`src/rtl/pattern_pkg.sv`:
```
// Shared constants and types for the pattern chain loader.
package pattern_pkg;

  // Chain geometry, shared with patternbuf.
  localparam int unsigned PATTERN_BYTES = 27;
  localparam int unsigned PATTERN_BW    = 8;

  typedef enum logic [1:0] {
    StIdle,
    StWait,
    StShift
  } loader_state_t;

  // Counter width for a count of n items; never narrower than one bit.
  function automatic int unsigned cnt_width(input int unsigned n);
    return (n > 1) ? $clog2(n) : 1;
  endfunction

  localparam int unsigned LOADER_BITCNT_W  = cnt_width(PATTERN_BW);
  localparam int unsigned LOADER_BYTECNT_W = cnt_width(PATTERN_BYTES);

endpackage

```
`src/rtl/pattern_loader_if.sv`:
```
// Host byte stream, chain serial link and status for pattern_loader.
interface pattern_loader_if
  import pattern_pkg::*;
#(
  parameter int unsigned BW = PATTERN_BW
) ();

  logic          start;
  logic [BW-1:0] in_data;
  logic          in_valid;
  logic          in_ready;
  logic          sin;
  logic          ssel;
  logic          sout;
  logic [BW-1:0] rb_data;
  logic          rb_valid;
  logic          busy;
  logic          done;

  // Host plus chain side.
  modport master (
    output start, in_data, in_valid, sout,
    input  in_ready, sin, ssel, rb_data, rb_valid, busy, done
  );

  // Loader side.
  modport slave (
    input  start, in_data, in_valid, sout,
    output in_ready, sin, ssel, rb_data, rb_valid, busy, done
  );

endinterface

```
`src/rtl/pattern_ser8.sv`:
```
// Byte serialiser: shifts one byte out MSB-first while collecting chain tail bits.
module pattern_ser8
  import pattern_pkg::*;
#(
  parameter int unsigned BW = PATTERN_BW
) (
  input  logic          sclk,
  input  logic          rst,
  input  logic          load,
  input  logic [BW-1:0] load_data,
  input  logic          shift,
  input  logic          sout,
  output logic          sin,
  output logic          last,
  output logic [BW-1:0] rb_byte
);

  localparam int unsigned CntW = cnt_width(BW);

  logic [BW-1:0]   shreg_q;
  logic [BW-2:0]   rbreg_q;
  logic [CntW-1:0] bitcnt_q;

  // Shift/load registers; a load on the last-bit edge takes priority for shreg and bitcnt.
  always_ff @(posedge sclk) begin
    if (rst) begin
      shreg_q  <= '0;
      rbreg_q  <= '0;
      bitcnt_q <= '0;
    end else begin
      if (load) begin
        shreg_q <= load_data;
      end else if (shift) begin
        shreg_q <= {shreg_q[BW-2:0], 1'b0};
      end
      if (shift) begin
        rbreg_q <= rb_byte[BW-2:0];
      end
      if (load) begin
        bitcnt_q <= '0;
      end else if (shift && !last) begin
        bitcnt_q <= bitcnt_q + CntW'(1);
      end
    end
  end

  assign sin     = shreg_q[BW-1];
  assign last    = (bitcnt_q == CntW'(BW - 1));
  // Readback byte as it stands after the current edge's shift.
  assign rb_byte = {rbreg_q, sout};

endmodule

```
`src/rtl/pattern_loader.sv`:
```
// Loads one frame of NBYTES bytes into the pattern chain and reads back its old contents.
module pattern_loader
  import pattern_pkg::*;
#(
  parameter int unsigned NBYTES = PATTERN_BYTES,
  parameter int unsigned BW     = PATTERN_BW
) (
  input logic             sclk,
  input logic             rst,
  pattern_loader_if.slave bus
);

  localparam int unsigned ByteW = cnt_width(NBYTES);

  loader_state_t state_q, state_d;
  logic [ByteW-1:0] bytecnt_q, bytecnt_d;
  logic [BW-1:0]    rb_data_q, rb_data_d;
  logic             rb_valid_q, rb_valid_d;
  logic             done_q, done_d;
  logic             in_ready;
  logic             load;
  logic             shift;
  logic             ser_sin;
  logic             ser_last;
  logic [BW-1:0]    rb_byte;
  logic             last_byte;

  assign shift     = (state_q == StShift);
  assign last_byte = (bytecnt_q == ByteW'(NBYTES - 1));

  pattern_ser8 #(
    .BW(BW)
  ) u_ser (
    .sclk     (sclk),
    .rst      (rst),
    .load     (load),
    .load_data(bus.in_data),
    .shift    (shift),
    .sout     (bus.sout),
    .sin      (ser_sin),
    .last     (ser_last),
    .rb_byte  (rb_byte)
  );

  // State, byte counter and registered strobes.
  always_ff @(posedge sclk) begin
    if (rst) begin
      state_q    <= StIdle;
      bytecnt_q  <= '0;
      rb_data_q  <= '0;
      rb_valid_q <= 1'b0;
      done_q     <= 1'b0;
    end else begin
      state_q    <= state_d;
      bytecnt_q  <= bytecnt_d;
      rb_data_q  <= rb_data_d;
      rb_valid_q <= rb_valid_d;
      done_q     <= done_d;
    end
  end

  // Next state, handshake and strobe generation.
  always_comb begin
    state_d    = state_q;
    bytecnt_d  = bytecnt_q;
    rb_data_d  = rb_data_q;
    rb_valid_d = 1'b0;
    done_d     = 1'b0;
    in_ready   = 1'b0;
    load       = 1'b0;
    unique case (state_q)
      StIdle: begin
        if (bus.start) begin
          state_d   = StWait;
          bytecnt_d = '0;
        end
      end
      StWait: begin
        in_ready = 1'b1;
        if (bus.in_valid) begin
          load    = 1'b1;
          state_d = StShift;
        end
      end
      StShift: begin
        if (ser_last) begin
          rb_valid_d = 1'b1;
          rb_data_d  = rb_byte;
          if (last_byte) begin
            state_d = StIdle;
            done_d  = 1'b1;
          end else begin
            bytecnt_d = bytecnt_q + ByteW'(1);
            // Accepting here keeps the chain shifting without a bubble.
            in_ready  = 1'b1;
            if (bus.in_valid) begin
              load = 1'b1;
            end else begin
              state_d = StWait;
            end
          end
        end
      end
      default: state_d = StIdle;
    endcase
  end

  assign bus.in_ready = in_ready;
  assign bus.ssel     = shift;
  assign bus.sin      = shift & ser_sin;
  assign bus.rb_data  = rb_data_q;
  assign bus.rb_valid = rb_valid_q;
  assign bus.busy     = (state_q != StIdle);
  assign bus.done     = done_q;

endmodule

```
`src/flat_wrapper.sv`:
```
// flat-port wrapper written by rule: the top's interface ports become plain ports
module pattern_loader_flat import pattern_pkg::*;
#(
  parameter int unsigned NBYTES = PATTERN_BYTES,
  parameter int unsigned BW     = PATTERN_BW
)
  (sclk, rst, bus_start, bus_in_data, bus_in_valid, bus_sout, bus_in_ready, bus_sin, bus_ssel, bus_rb_data, bus_rb_valid, bus_busy, bus_done);
  pattern_loader_if #(.BW(BW)) bus_i ();
  input logic sclk;
  input logic rst;
  input wire logic [$bits(bus_i.start)-1:0] bus_start;
  input wire logic [$bits(bus_i.in_data)-1:0] bus_in_data;
  input wire logic [$bits(bus_i.in_valid)-1:0] bus_in_valid;
  input wire logic [$bits(bus_i.sout)-1:0] bus_sout;
  output wire logic [$bits(bus_i.in_ready)-1:0] bus_in_ready;
  output wire logic [$bits(bus_i.sin)-1:0] bus_sin;
  output wire logic [$bits(bus_i.ssel)-1:0] bus_ssel;
  output wire logic [$bits(bus_i.rb_data)-1:0] bus_rb_data;
  output wire logic [$bits(bus_i.rb_valid)-1:0] bus_rb_valid;
  output wire logic [$bits(bus_i.busy)-1:0] bus_busy;
  output wire logic [$bits(bus_i.done)-1:0] bus_done;
  assign bus_i.start = bus_start;
  assign bus_i.in_data = bus_in_data;
  assign bus_i.in_valid = bus_in_valid;
  assign bus_i.sout = bus_sout;
  assign bus_in_ready = bus_i.in_ready;
  assign bus_sin = bus_i.sin;
  assign bus_ssel = bus_i.ssel;
  assign bus_rb_data = bus_i.rb_data;
  assign bus_rb_valid = bus_i.rb_valid;
  assign bus_busy = bus_i.busy;
  assign bus_done = bus_i.done;
  pattern_loader #(.NBYTES(NBYTES), .BW(BW)) u_core (.sclk(sclk), .rst(rst), .bus(bus_i));
endmodule
```
`config.mk`:
```
export PLATFORM = sky130hd
export DESIGN_NAME = pattern_loader_flat
export DESIGN_NICKNAME = d
export VERILOG_FILES = /design/src/rtl/pattern_pkg.sv /design/src/rtl/pattern_loader_if.sv /design/src/rtl/pattern_ser8.sv /design/src/rtl/pattern_loader.sv /design/src/flat_wrapper.sv
export SDC_FILE = /design/constraint.sdc
export NUM_CORES = 1
export LEC_CHECK = 0
export ABC_AREA = 1
export BUFFER_PORTS_ARGS = -buffer_cell sky130_fd_sc_hd__buf_2
export CAP_MARGIN = 20
export CORE_MARGIN = 8
export CORE_UTILIZATION = 59
export DETAILED_ROUTE_END_ITERATION = 8
export PLACE_DENSITY = 0.91
export SLEW_MARGIN = 30
export SYNTH_ARGS = -nofsm -noshare
export SYNTH_HDL_FRONTEND = slang
export SYNTH_SLANG_ARGS = --single-unit
export TNS_END_PERCENT = 50
```
`constraint.sdc`:
```
create_clock -name sclk -period 3.2 [get_ports sclk]
set_clock_uncertainty 0.05 [all_clocks]
set_input_delay 0.64 -clock sclk [delete_from_list [all_inputs] [get_ports sclk]]
set_output_delay 0.64 -clock sclk [all_outputs]
set_load 0.01 [all_outputs]
```
======== After elaboration in Yosys (flattened, before gate mapping) ========
Cells that the tools add are included.
storage, ports and cells
  output and inout port bits .............. 14
  bits in latches ......................... 0
  register bits after elaboration ......... 35
  memories kept ........................... 0
  memory bits (read-only) ................. 0
  word-level logic and storage cells ...... 55
  bits of input ports ..................... 13
  RAM bits ................................ 0
operators by class
  add/sub/neg operators ................... 2
  divide/modulo/power cells ............... 0
  shifts and indexed selects .............. 0
  reductions and logical operators ........ 12
  bitwise logic cells ..................... 3
  multiplexer cells ....................... 21
  magnitude comparators ................... 0
  equal/unequal tests ..................... 9
  $mul .................................... 0
operators by type and width
  cell                   count
  $mux W8                2
  $mux W5                3
  $mux W2                5
  $pmux W5 S2            1
  $ne A2 B2 Y1 const B   4
  $reduce_and A4 Y1      2
  $mux W1                7
  $pmux W2 S3            1
  $reduce_bool A2 Y1     3
  $add A5 B1 Y5 const B  1
  $eq A5 B5 Y1 const B   1
  $pmux W1 S2            2
  $reduce_or A2 Y1       2
  $add A3 B1 Y3 const B  1
  $eq A3 B3 Y1 const B   1
  $ne A3 B3 Y1 const B   1
  $reduce_or A3 Y1       1
  $eq A2 B1 Y1 const B   1
  $eq A2 B2 Y1 const B   1
  $logic_not A2 Y1       1
  $not A1 Y1             2
  $reduce_and A2 Y1      1
  $and A1 B1 Y1          1
  $logic_and A1 B1 Y1    1
  $logic_not A1 Y1       1

======== Longest topological paths before layout ========
  depth in word-level cells ............... 5
  mapped depth ............................ 12
  gate-level depth less buffers ........... 12

======== By module ========
Synthesis repeated with hierarchy kept, for this count alone.
second synthesis, totals
  cells, all modules ...................... 246
  area total of the unflattened synthesis .. 1762.9 um^2
modules (own cells, without submodules)
  module          seq. area each (um^2)  area each (um^2)  times used  cells an instance
  pattern_loader  340.3                  903.4             1           126
  pattern_ser8    360.3                  859.6             1           120

======== Worst setup path after synthesis ========
Ideal clock, no wire load.
  path kind ............................... reg-to-output
  start ................................... register u_core.state_q[0]
  end ..................................... output port bus_sin
  arrival time ............................ 1.299 ns
  stages on the path, launching flop included .. 7
  data required time ...................... 2.510 ns
  path buffers ............................ 2
  slack ................................... 1.211 ns
  cells stage by stage .................... dfxtp_1 > inv_1 > ha_1 > buf_2 > buf_2 > nand2_1 > inv_1
between the ends
  longest elaborated chain between the ends .. 2
RTL lines
  element                 RTL line               source
  start, declared         pattern_loader.sv:15   loader_state_t state_q, state_d;
  start signal, assigned  pattern_loader.sv:48   state_q <= StIdle;
  start signal, assigned  pattern_loader.sv:54   state_q <= state_d;
  $eq A2 B2 Y1            pattern_loader.sv:28   assign shift = (state_q == StShift);
  net bus_ssel            flat_wrapper.sv:17     output wire logic [$bits(bus_i.ssel)-1:0] bus_ssel;
  $and A1 B1 Y1           pattern_loader.sv:110  assign bus.sin = shift & ser_sin;
  end, declared           flat_wrapper.sv:16     output wire logic [$bits(bus_i.sin)-1:0] bus_sin;
The timed path passes the listed nets, and every way through them passes these cells.

======== Worst setup path after layout ========
  start ................................... register u_core.state_q[0]
  end ..................................... output port bus_in_ready
between the ends
  longest elaborated chain between the ends .. 2
  elaborated cells between the ends (all ways) .. 3
  those cells by class .................... 2 x eq/ne; 1 x mux
RTL lines
  element                                       RTL line              source
  $eq A2 B2 Y1 or $eq A2 B1 Y1 (tied branches)  pattern_loader.sv:71  unique case (state_q)
  $pmux W1 S2 (*)                               pattern_loader.sv:71
  end, declared                                 flat_wrapper.sv:15    output wire logic [$bits(bus_i.in_ready)-1:0] bus_in_ready;
Mark *: on every way between the ends. The rest lies on a longest branch, timed or not.

==> flow_metrics.py <==
metrics = {
    "detailed_routing": {
        "drc_errors": 0,
        "drt-total-wl_microns": 3200,
        "drtAntennaViolNets": 0,
        "avgRoutedWirePerCell_microns": 11.7,
        "firstDrtPassIters": 4,
        "drtIter0Drc": 97,
        "viasPerCell": 5.21,
        "num_vias": 1417,
    },
    "cts": {
        "cts_buffer_depth": 2,
        "cts_buffers": 5,
        "cts_hold_buf": 0,
        "cts_tree": "built",
        "cts.clk_slew.worst_paths_ns": 0.11,
        "clk_latency_ns": 0.34,
        "cts_root_buf": "clkbuf_4",
        "postCtsSetupBuffers": 0,
        "cts_resized": 0,
        "clkSinkCount": 35,
        "htreeDepth": 2,
    },
    "global_route": {
        "grt_pass1_wl_microns": 5450,
        "grt_max_degree": 27,
        "antenna_found_initial": 0,
        "overflow": 0,
        "grt_usage": 0.154,
        "first_global_vias": 1350,
    },
    "timing": {
        "slew_viol_final": 0,
        "setup_ws_ns": 0.692,
        "rsz0062_at_grt": "no",
        "setup_tns_ns": 0,
        "fmax_mhz": 399,
        "period_needed_ns": 2.51,
        "slew-limit-headroom": 0.559,
        "worst_pin_slew_ns": 0.660,
        "timing.final.crit_share": 0.784,
        "setup_viol": 0,
        "finalHoldViolations": 0,
        "fin_hold_ws_ns": 0.426,
    },
    "worst_setup_path": {
        "path_buf_inv": 3,
        "cp_max_fo": 9,
        "slowest_delay_ns": 0.38,
        "regToRegSetupSlack_ns": 1.12,
        "required_ns": 2.51,
        "timing.rr.end": "u_core.bytecnt_q[2]",
        "crit-reg2reg-launch": "u_core.state_q[0]",
        "crit_top_cell": "nand2_4",
        "crit_family": "adder cells",
        "worst-r2r-cell-count": 9,
        "cp_cell_sequence": "inv_1 -> ha_1 -> nand2_4 -> clkinv_4 -> nand2_4 -> a21boi_1 -> buf_2",
        "slowest_stage": "ha_1",
        "cp_data_arrival_time_ns": 1.82,
        "startpoint_type": "register",
        "worstSetupPathType": "register to primary output",
        "cp-end-kind": "primary output",
    },
    "yosys": {
        "synth_area_sq_um": 1600,
        "synthTopCellsByArea": "dfxtp_1 (44%), nand2_1 (12%), ha_1 (7.0%)",
        "synth.distinct_cells": 21,
        "synth-seq-area-share": 0.437,
        "yosysTopAreaCell": "dfxtp_1",
        "netlist.area_leader.share": 0.437,
        "yosysWarningCount": 0,
        "synth_cells": 211,
        "syn_nets": 233,
        "ys_seq_elements": 35,
        "syn-mean-instance-area_sq_um": 7.60,
    },
    "die": {
        "ioPinCount": 27,
        "rows": 19,
        "die_area_sq_um": 4640,
        "start_util": 0.602,
        "die_h_microns": 68.1,
        "coreArea_sq_um": 2660,
        "die_w_microns": 68.1,
    },
    "placement": {
        "hpwl_microns": 2360,
        "dp_slack_ns": 1.08,
        "port_buffers": 26,
        "gp_congestion": 0.851,
    },
    "final_layout": {
        "drive_gt1_frac": 0.187,
        "multi_input_area_sq_um": 790,
        "fillers": 221,
        "diodes": 0,
        "mostFrequentLayoutCell": "nand2_1",
        "mostFrequentLayoutCells": "nand2_1 (50), dfxtp_1 (35), buf_2 (26), nor2_1 (25)",
        "area_growth_pct": 15.8,
        "seqCellArea_sq_um": 701,
        "nets": 262,
    },
    "power_and_ir_drop": {
        "p_per_area_nw_per_um2": 774,
        "vdd_drop_max_v": 0.000571,
        "leakage_nw": 0.933,
    },
    "worst_hold_path": {
        "whs_endpoint": "u_core.bus.rb_data[3]",
        "hold_depth": 2,
        "hold_path.class": "register to register",
        "min_from": "u_core.u_ser.rbreg_q[2]",
    },
    "run_status": {
        "status": "completed",
    },
    "run": {
        "max-cap-violations": 0,
    },
}
## Yosys cell counts (all sizes together)
cell type	instances
a21boi	1
a21oi	19
a31oi	1
buf	3
clkbuf	3
clkinv	1
dfxtp	35
ha	9
inv	19
nand2	55
nand3	19
nand4	1
nor2	25
nor3	1
o21ai	16
xor2	3
## flip-flops by register name (all words and copies together), names as in the netlist
name	cells
u_core.bus.done	1
u_core.bus.rb_data	8
u_core.bus.rb_valid	1
u_core.bytecnt_q	5
u_core.state_q	2
u_core.u_ser.bitcnt_q	3
u_core.u_ser.rbreg_q	7
u_core.u_ser.shreg_q	8
## power by group
part / internal, W / switching, W / total (W)
clock: 0.000244 / 0.000148 / 0.000392
sequential: 0.000508 / 0.0000450 / 0.000553
combinational: 0.000166 / 0.000325 / 0.000491
total: 0.000918 / 0.000518 / 0.00144
## layer usage
metal / wire length (microns) / GRT usage
met5: 0 / 0
met2: 1580 / 0.260
met4: 48 / 0.0716
met3: 155 / 0.0540
met1: 1410 / 0.171
## through the flow
step	utilization	cell area, sq um	cells	power (W)
after global routing	0.697	1860	272	0.00154
after floorplan	-	1600	211	0.000928
after CTS	0.697	1860	272	0.00144
after detailed placement	0.659	1750	264	0.00105
after global placement	0.659	1750	264	0.00103
final	0.697	1860	272	0.00144
## tightest hold or removal path, stage by stage (launching register included)
cell and delay [ns]:
dfxtp_1 0.34, nand2_1 0.07, nand2_1 0.04
## cell type report
cell class / count / share of cell area
tap: 31 / 0.0209
multi-input combinational: 150 / 0.425
clock inverter: 2 / 0.0324
clock buffer: 6 / 0.0223
sequential: 35 / 0.378
inverter: 20 / 0.0432
timing repair buffer: 28 / 0.0782
## worst max path at each step
stage,startpoint,end,cells after the start
final,u_core.state_q[0],bus_in_ready,7
after global routing,u_core.state_q[0],bus_in_ready,7
after CTS,u_core.state_q[0],bus_in_ready,7
after detailed placement,u_core.state_q[0],bus_in_ready,7
after global placement,u_core.state_q[0],bus_in_ready,7
after floorplan,u_core.state_q[0],bus_sin,6
## logic make-up (layout without fill, tap and decap cells)
logic type,after synthesis,count (layout),synth area share
and+or+nand+nor,101,101,0.288
DFF,35,35,0.437
adders and majority gates,9,9,0.0703
xor gates and xnor gates,3,3,0.0164
AOI/OAI and AO/OA,37,37,0.118
buffers and inverters,26,56,0.0703
(Power assumes the default switching activity.)
